--- src/rtl/vga_fb_arbiter.sv ---
// Framebuffer port arbiter: display fetch (read, priority) vs. pattern writer (write).
// Burst-limited round-robin with a registered grant state and pass-through read data.
module vga_fb_arbiter #(
    parameter int ADDR_WIDTH   = 19,
    parameter int DATA_WIDTH   = 12,
    parameter int MAX_RD_BURST = 8,
    parameter int MAX_WR_BURST = 2
) (
    input  logic                  clk,
    input  logic                  rst_n,

    input  logic                  rd_cmd_valid,
    output logic                  rd_cmd_ready,
    input  logic [ADDR_WIDTH-1:0] rd_cmd_addr,
    output logic                  rd_data_valid,
    output logic [DATA_WIDTH-1:0] rd_data,

    input  logic                  wr_cmd_valid,
    output logic                  wr_cmd_ready,
    input  logic [ADDR_WIDTH-1:0] wr_cmd_addr,
    input  logic [DATA_WIDTH-1:0] wr_cmd_data,

    output logic                  mem_cmd_valid,
    input  logic                  mem_cmd_ready,
    output logic                  mem_cmd_we,
    output logic [ADDR_WIDTH-1:0] mem_cmd_addr,
    output logic [DATA_WIDTH-1:0] mem_cmd_wdata,
    input  logic                  mem_rd_valid,
    input  logic [DATA_WIDTH-1:0] mem_rd_data
);

    typedef enum logic [1:0] {
        S_IDLE = 2'd0,
        S_RD   = 2'd1,
        S_WR   = 2'd2
    } state_t;

    localparam logic [7:0] RD_LIMIT = 8'(MAX_RD_BURST);
    localparam logic [7:0] WR_LIMIT = 8'(MAX_WR_BURST);

    state_t     state_reg;
    state_t     state_next;
    logic [7:0] cnt_reg;
    logic [7:0] cnt_next;
    logic [7:0] cnt_upd;
    logic [7:0] limit;
    logic       sel_rd;
    logic       sel_wr;
    logic       xfer;

    assign sel_rd = (state_reg == S_RD);
    assign sel_wr = (state_reg == S_WR);

    // Grant mux: only the owning side sees mem_cmd_ready; IDLE presents nothing.
    assign mem_cmd_valid = (sel_rd & rd_cmd_valid) | (sel_wr & wr_cmd_valid);
    assign mem_cmd_we    = sel_wr;
    assign rd_cmd_ready  = sel_rd & mem_cmd_ready;
    assign wr_cmd_ready  = sel_wr & mem_cmd_ready;
    assign xfer          = mem_cmd_valid & mem_cmd_ready;

    // Address follows the reader except during a write grant, so it is always defined.
    genvar gi;
    generate
        for (gi = 0; gi < ADDR_WIDTH; gi++) begin : g_addr_mux
            assign mem_cmd_addr[gi] = sel_wr ? wr_cmd_addr[gi] : rd_cmd_addr[gi];
        end
        for (gi = 0; gi < DATA_WIDTH; gi++) begin : g_wdata_gate
            assign mem_cmd_wdata[gi] = sel_wr & wr_cmd_data[gi];
        end
    endgenerate

    // Responses bypass the grant entirely; only reset masks the strobe.
    assign rd_data_valid = mem_rd_valid & rst_n;
    assign rd_data       = mem_rd_data;

    always_comb begin
        limit      = sel_wr ? WR_LIMIT : RD_LIMIT;
        cnt_upd    = (xfer && (cnt_reg < limit)) ? cnt_reg + 8'd1 : cnt_reg;
        state_next = state_reg;
        cnt_next   = cnt_upd;
        case (state_reg)
            S_IDLE: begin
                cnt_next = 8'd0;
                if (rd_cmd_valid) begin
                    state_next = S_RD;
                end else if (wr_cmd_valid) begin
                    state_next = S_WR;
                end
            end
            S_RD: begin
                // Decision uses the post-beat count so the handover has no bubble.
                if (wr_cmd_valid && (!rd_cmd_valid || (cnt_upd == RD_LIMIT))) begin
                    state_next = S_WR;
                    cnt_next   = 8'd0;
                end else if (!rd_cmd_valid && !wr_cmd_valid) begin
                    state_next = S_IDLE;
                    cnt_next   = 8'd0;
                end
            end
            S_WR: begin
                if (rd_cmd_valid && (!wr_cmd_valid || (cnt_upd == WR_LIMIT))) begin
                    state_next = S_RD;
                    cnt_next   = 8'd0;
                end else if (!rd_cmd_valid && !wr_cmd_valid) begin
                    state_next = S_IDLE;
                    cnt_next   = 8'd0;
                end
            end
            default: begin
                state_next = S_IDLE;
                cnt_next   = 8'd0;
            end
        endcase
    end

    always_ff @(posedge clk or negedge rst_n) begin
        if (!rst_n) begin
            state_reg <= S_IDLE;
            cnt_reg   <= 8'd0;
        end else begin
            state_reg <= state_next;
            cnt_reg   <= cnt_next;
        end
    end

endmodule

--- config.mk ---
export PLATFORM = sky130hd
export DESIGN_NAME = vga_fb_arbiter
export DESIGN_NICKNAME = d
export VERILOG_FILES = /design/src/rtl/vga_fb_arbiter.sv
export SDC_FILE = /design/constraint.sdc
export NUM_CORES = 1
export LEC_CHECK = 0
export CAP_MARGIN = 10
export CORE_ASPECT_RATIO = 2
export CORE_MARGIN = 3
export CORE_UTILIZATION = 35
export CTS_CLUSTER_SIZE = 25
export DETAILED_ROUTE_END_ITERATION = 8
export GPL_TIMING_DRIVEN = 0
export PLACE_DENSITY_LB_ADDON = 0.1
export SLEW_MARGIN = 10
export SYNTH_ARGS = -nofsm -noshare
export SYNTH_HDL_FRONTEND = slang
export SYNTH_SLANG_ARGS = --single-unit
--- constraint.sdc ---
create_clock -name clk -period 6.17 [get_ports clk]
set_clock_uncertainty 0.1 [all_clocks]
set_input_delay 0.9255 -clock clk [delete_from_list [all_inputs] [get_ports clk]]
set_output_delay 0.9255 -clock clk [all_outputs]
set_load 0.05 [all_outputs]
==> results.sh <==
export IMPL_status="finished clean"
export IMPL_hp_class="flop to flop"
export IMPL_n_antenna_cell=0
export IMPL_ys_seq_elements=10
export IMPL_worstHoldStart="cnt_reg[7]"
export IMPL_wl_um=4580
export IMPL_placement_cell_area_sq_mm=0.00245
export IMPL_gr_usage_all_layers_pct=19.3
export IMPL_drive_gt1_share_pct=21.9
export IMPL_ioPinCount=116
export IMPL_synth_seq_area_share_pct=18.1
export IMPL_tightest_slew_ns=0.518
export IMPL_rsz0062_at_grt="false"
export IMPL_p_leak_nw=0.943
export IMPL_grt_antenna_before_repair=0
export IMPL_cp_arrival_ns=2.70
export IMPL_hold_end="cnt_reg[7]"
export IMPL_numClockSinks=10
export IMPL_num_rows=31
export IMPL_relSlewSlack_pct=65.4
export IMPL_r2r_slack_ns=3.37
export IMPL_wire_per_inst_um=14.8
export IMPL_critical_path_max_fanout=10
export IMPL_p_seq_share_pct=10.7
export IMPL_p_clk_share_pct=8.3
export IMPL_cts_setup_buffers=0
export IMPL_power_per_cell_area_mw_per_mm2=305
export IMPL_power_switching_w=0.000409
export IMPL_place_hpwl_um=3960
export IMPL_cts_max_level=1
export IMPL_dieArea_sq_mm=0.00479
export IMPL_p_int_w=0.000352
export IMPL_crit_required_ns=5.14
export IMPL_synth_edf_count=0
export IMPL_vdd_drop_max_mv=0.187
export IMPL_clockRootBuffer="clkbuf_8"
export IMPL_async_flop_share_pct=100
export IMPL_drtIter0Drc=28
export IMPL_cts_buffer_depth=2
export IMPL_hold_violations=0
export IMPL_worstReg2RegEnd="cnt_reg[3]"
export IMPL_hold_buffers=0
export IMPL_netlist_instances=156
export IMPL_cp_cell_sequence="inv_1 -> ha_1 -> buf_2 -> clkbuf_1 -> mux2_2 -> clkdlybuf4s50_1"
export IMPL_tns_ns=0
export IMPL_coreArea_sq_mm=0.00372
export IMPL_p_comb_share_pct=81.1
export IMPL_final_common_cell="clkdlybuf4s50_1"
export IMPL_crit_path_start_kind="flop"
export IMPL_drtAntennaViolNets=0
export IMPL_synthDistinctLibCells=46
export IMPL_nets=336
export IMPL_port_buffers=101
export IMPL_r2r_start="state_reg[0]"
export IMPL_die_y_um=94.9
export IMPL_drc=0
export IMPL_cts_tree="yes"
export IMPL_cp_slowest_cell="clkdlybuf4s50_1"
export IMPL_vias_per_cell=5.16
export IMPL_insertion_delay_ns=0.23
export IMPL_post_route_min_period_ns=3.73
export IMPL_place_congestion=0.923
export IMPL_grt_pass1_wl_um=7180
export IMPL_mostFrequentLayoutCells="clkdlybuf4s50_1 (101), mux2_2 (20), buf_4 (14), nand2_1 (14), and2_1 (12)"
export IMPL_critical_path_class="flop to output pin"
export IMPL_slew_viol_final=0
export IMPL_num_vias=1593
export IMPL_die_x_um=50.4
export IMPL_cts_resized=0
export IMPL_fin_crit_sh_pct=60.5
export IMPL_largest_reg_flops=8
export IMPL_min_path_cells=2
export IMPL_max_stage_delay_ns=0.71
export IMPL_synth_ff_type="dfrtp_1"
export IMPL_start_util_pct=37.1
export IMPL_area_growth_syn_to_layout_pct=80.5
export IMPL_switching_share_pct=53.8
export IMPL_yosys_warnings=0
export IMPL_cts_buffers=3
export IMPL_synth_nets=230
export IMPL_endpoint_kind="output pin"
export IMPL_grt_pass1_vias=1648
export IMPL_grt_max_degree=12
export IMPL_syn_avg_cell_area_sq_um=8.86
export IMPL_fin_area_sq_mm=0.00250
export IMPL_clk_pin_slew_ns=0.04
export IMPL_overflow=0
export IMPL_r2r_cells=8
export IMPL_drt_pass1_iterations=4
export IMPL_synthesis_area_sq_mm=0.00138
export IMPL_fmax_ghz=0.268
export IMPL_finalSetupViolCount=0
export IMPL_drv_cap=0
## cell type report
| cell class | count | area [sq um] |
|---|---|---|
| multi-input cells | 117 | 965 |
| fillers | 321 | 1230 |
| inverters | 6 | 22.5 |
| clock buffers | 3 | 41.3 |
| well taps | 49 | 61.3 |
| plain buffers | 23 | 145 |
| flip-flops and latches | 10 | 250 |
| repair buffers | 101 | 1010 |
## cells in the mapped netlist (2+ instances only)
cell type,count,area (sq um)
clkbuf_1,3,11.3
and2_1,12,75.1
mux2_2,20,225
and2_2,3,22.5
xnor2_1,3,26.3
o211ai_2,2,25.0
dfrtp_1,10,250
nor4_1,2,12.5
a21oi_1,10,50.1
nand2_1,14,52.6
inv_1,6,22.5
buf_2,5,25.0
nor2_1,4,15.0
o21ai_0,5,25.0
nor3_1,3,15.0
nand3_1,6,30.0
buf_4,14,105
ha_1,6,75.1
## power by group through the flow
stage	Clock [W]	Combinational, W	Sequential (W)
3_5_place_dp	0	0.000620	0.0000820
6_report	0.0000631	0.000617	0.0000811
4_1_cts	0.0000660	0.000622	0.0000811
5_1_grt	0.0000692	0.000651	0.0000823
3_3_place_gp	0	0.000617	0.0000820
2_1_floorplan	0	0.000431	0.0000799
## worst max-delay path by stage
| stage | from | endpoint | cells after the start |
|---|---|---|---|
| after floorplan | state_reg[0] | mem_cmd_addr[0] | 5 |
| after global routing | state_reg[0] | mem_cmd_addr[7] | 6 |
| after detailed placement | rst_n | rd_data_valid | 3 |
| final | state_reg[0] | mem_cmd_addr[17] | 6 |
| after global placement | rst_n | rd_data_valid | 3 |
| after CTS | state_reg[0] | mem_cmd_addr[7] | 6 |
## critical path: cells and delay by family (launching register included)
family,cells,cell delay [ns]
flip-flops,1,0.42
multiplexers,1,0.39
adder cells (fa/ha/maj),1,0.18
buffers and inverters,4,1.48
## stage by stage
step           instances  worst slack (ns)  util, %  hold WS, ns  power, W
4_1_cts              309              2.39     67.0        0.452  0.000769
5_1_grt              309              2.29     67.0        0.479  0.000803
6_report             309              2.44     67.0        0.448  0.000761
3_3_place_gp         306              2.42     65.9        0.440  0.000699
2_1_floorplan        156              3.07        -        0.425  0.000511
3_5_place_dp         306              2.42     65.9        0.450  0.000702
## per-layer routing
layer / vias up / GRT usage, % / part of all wire (%)
met4: 0 / 7.19 / 1.8
met2: 108 / 38.5 / 56
met1: 721 / 17.0 / 32
met5: - / 0 / 0
met3: 6 / 6.48 / 11
li1: 758 / - / -
## logic make-up after synthesis
group           after synthesis  synth area share, %
compound gates               32                 20.5
fa+ha+maj                     6                 5.43
flops                        10                 18.1
xor+xnor                      5                 3.71
mux                          20                 16.3
simple gates                 54                 23.9
buf+inv                      29                 12.1
(Power assumes the default switching activity.)
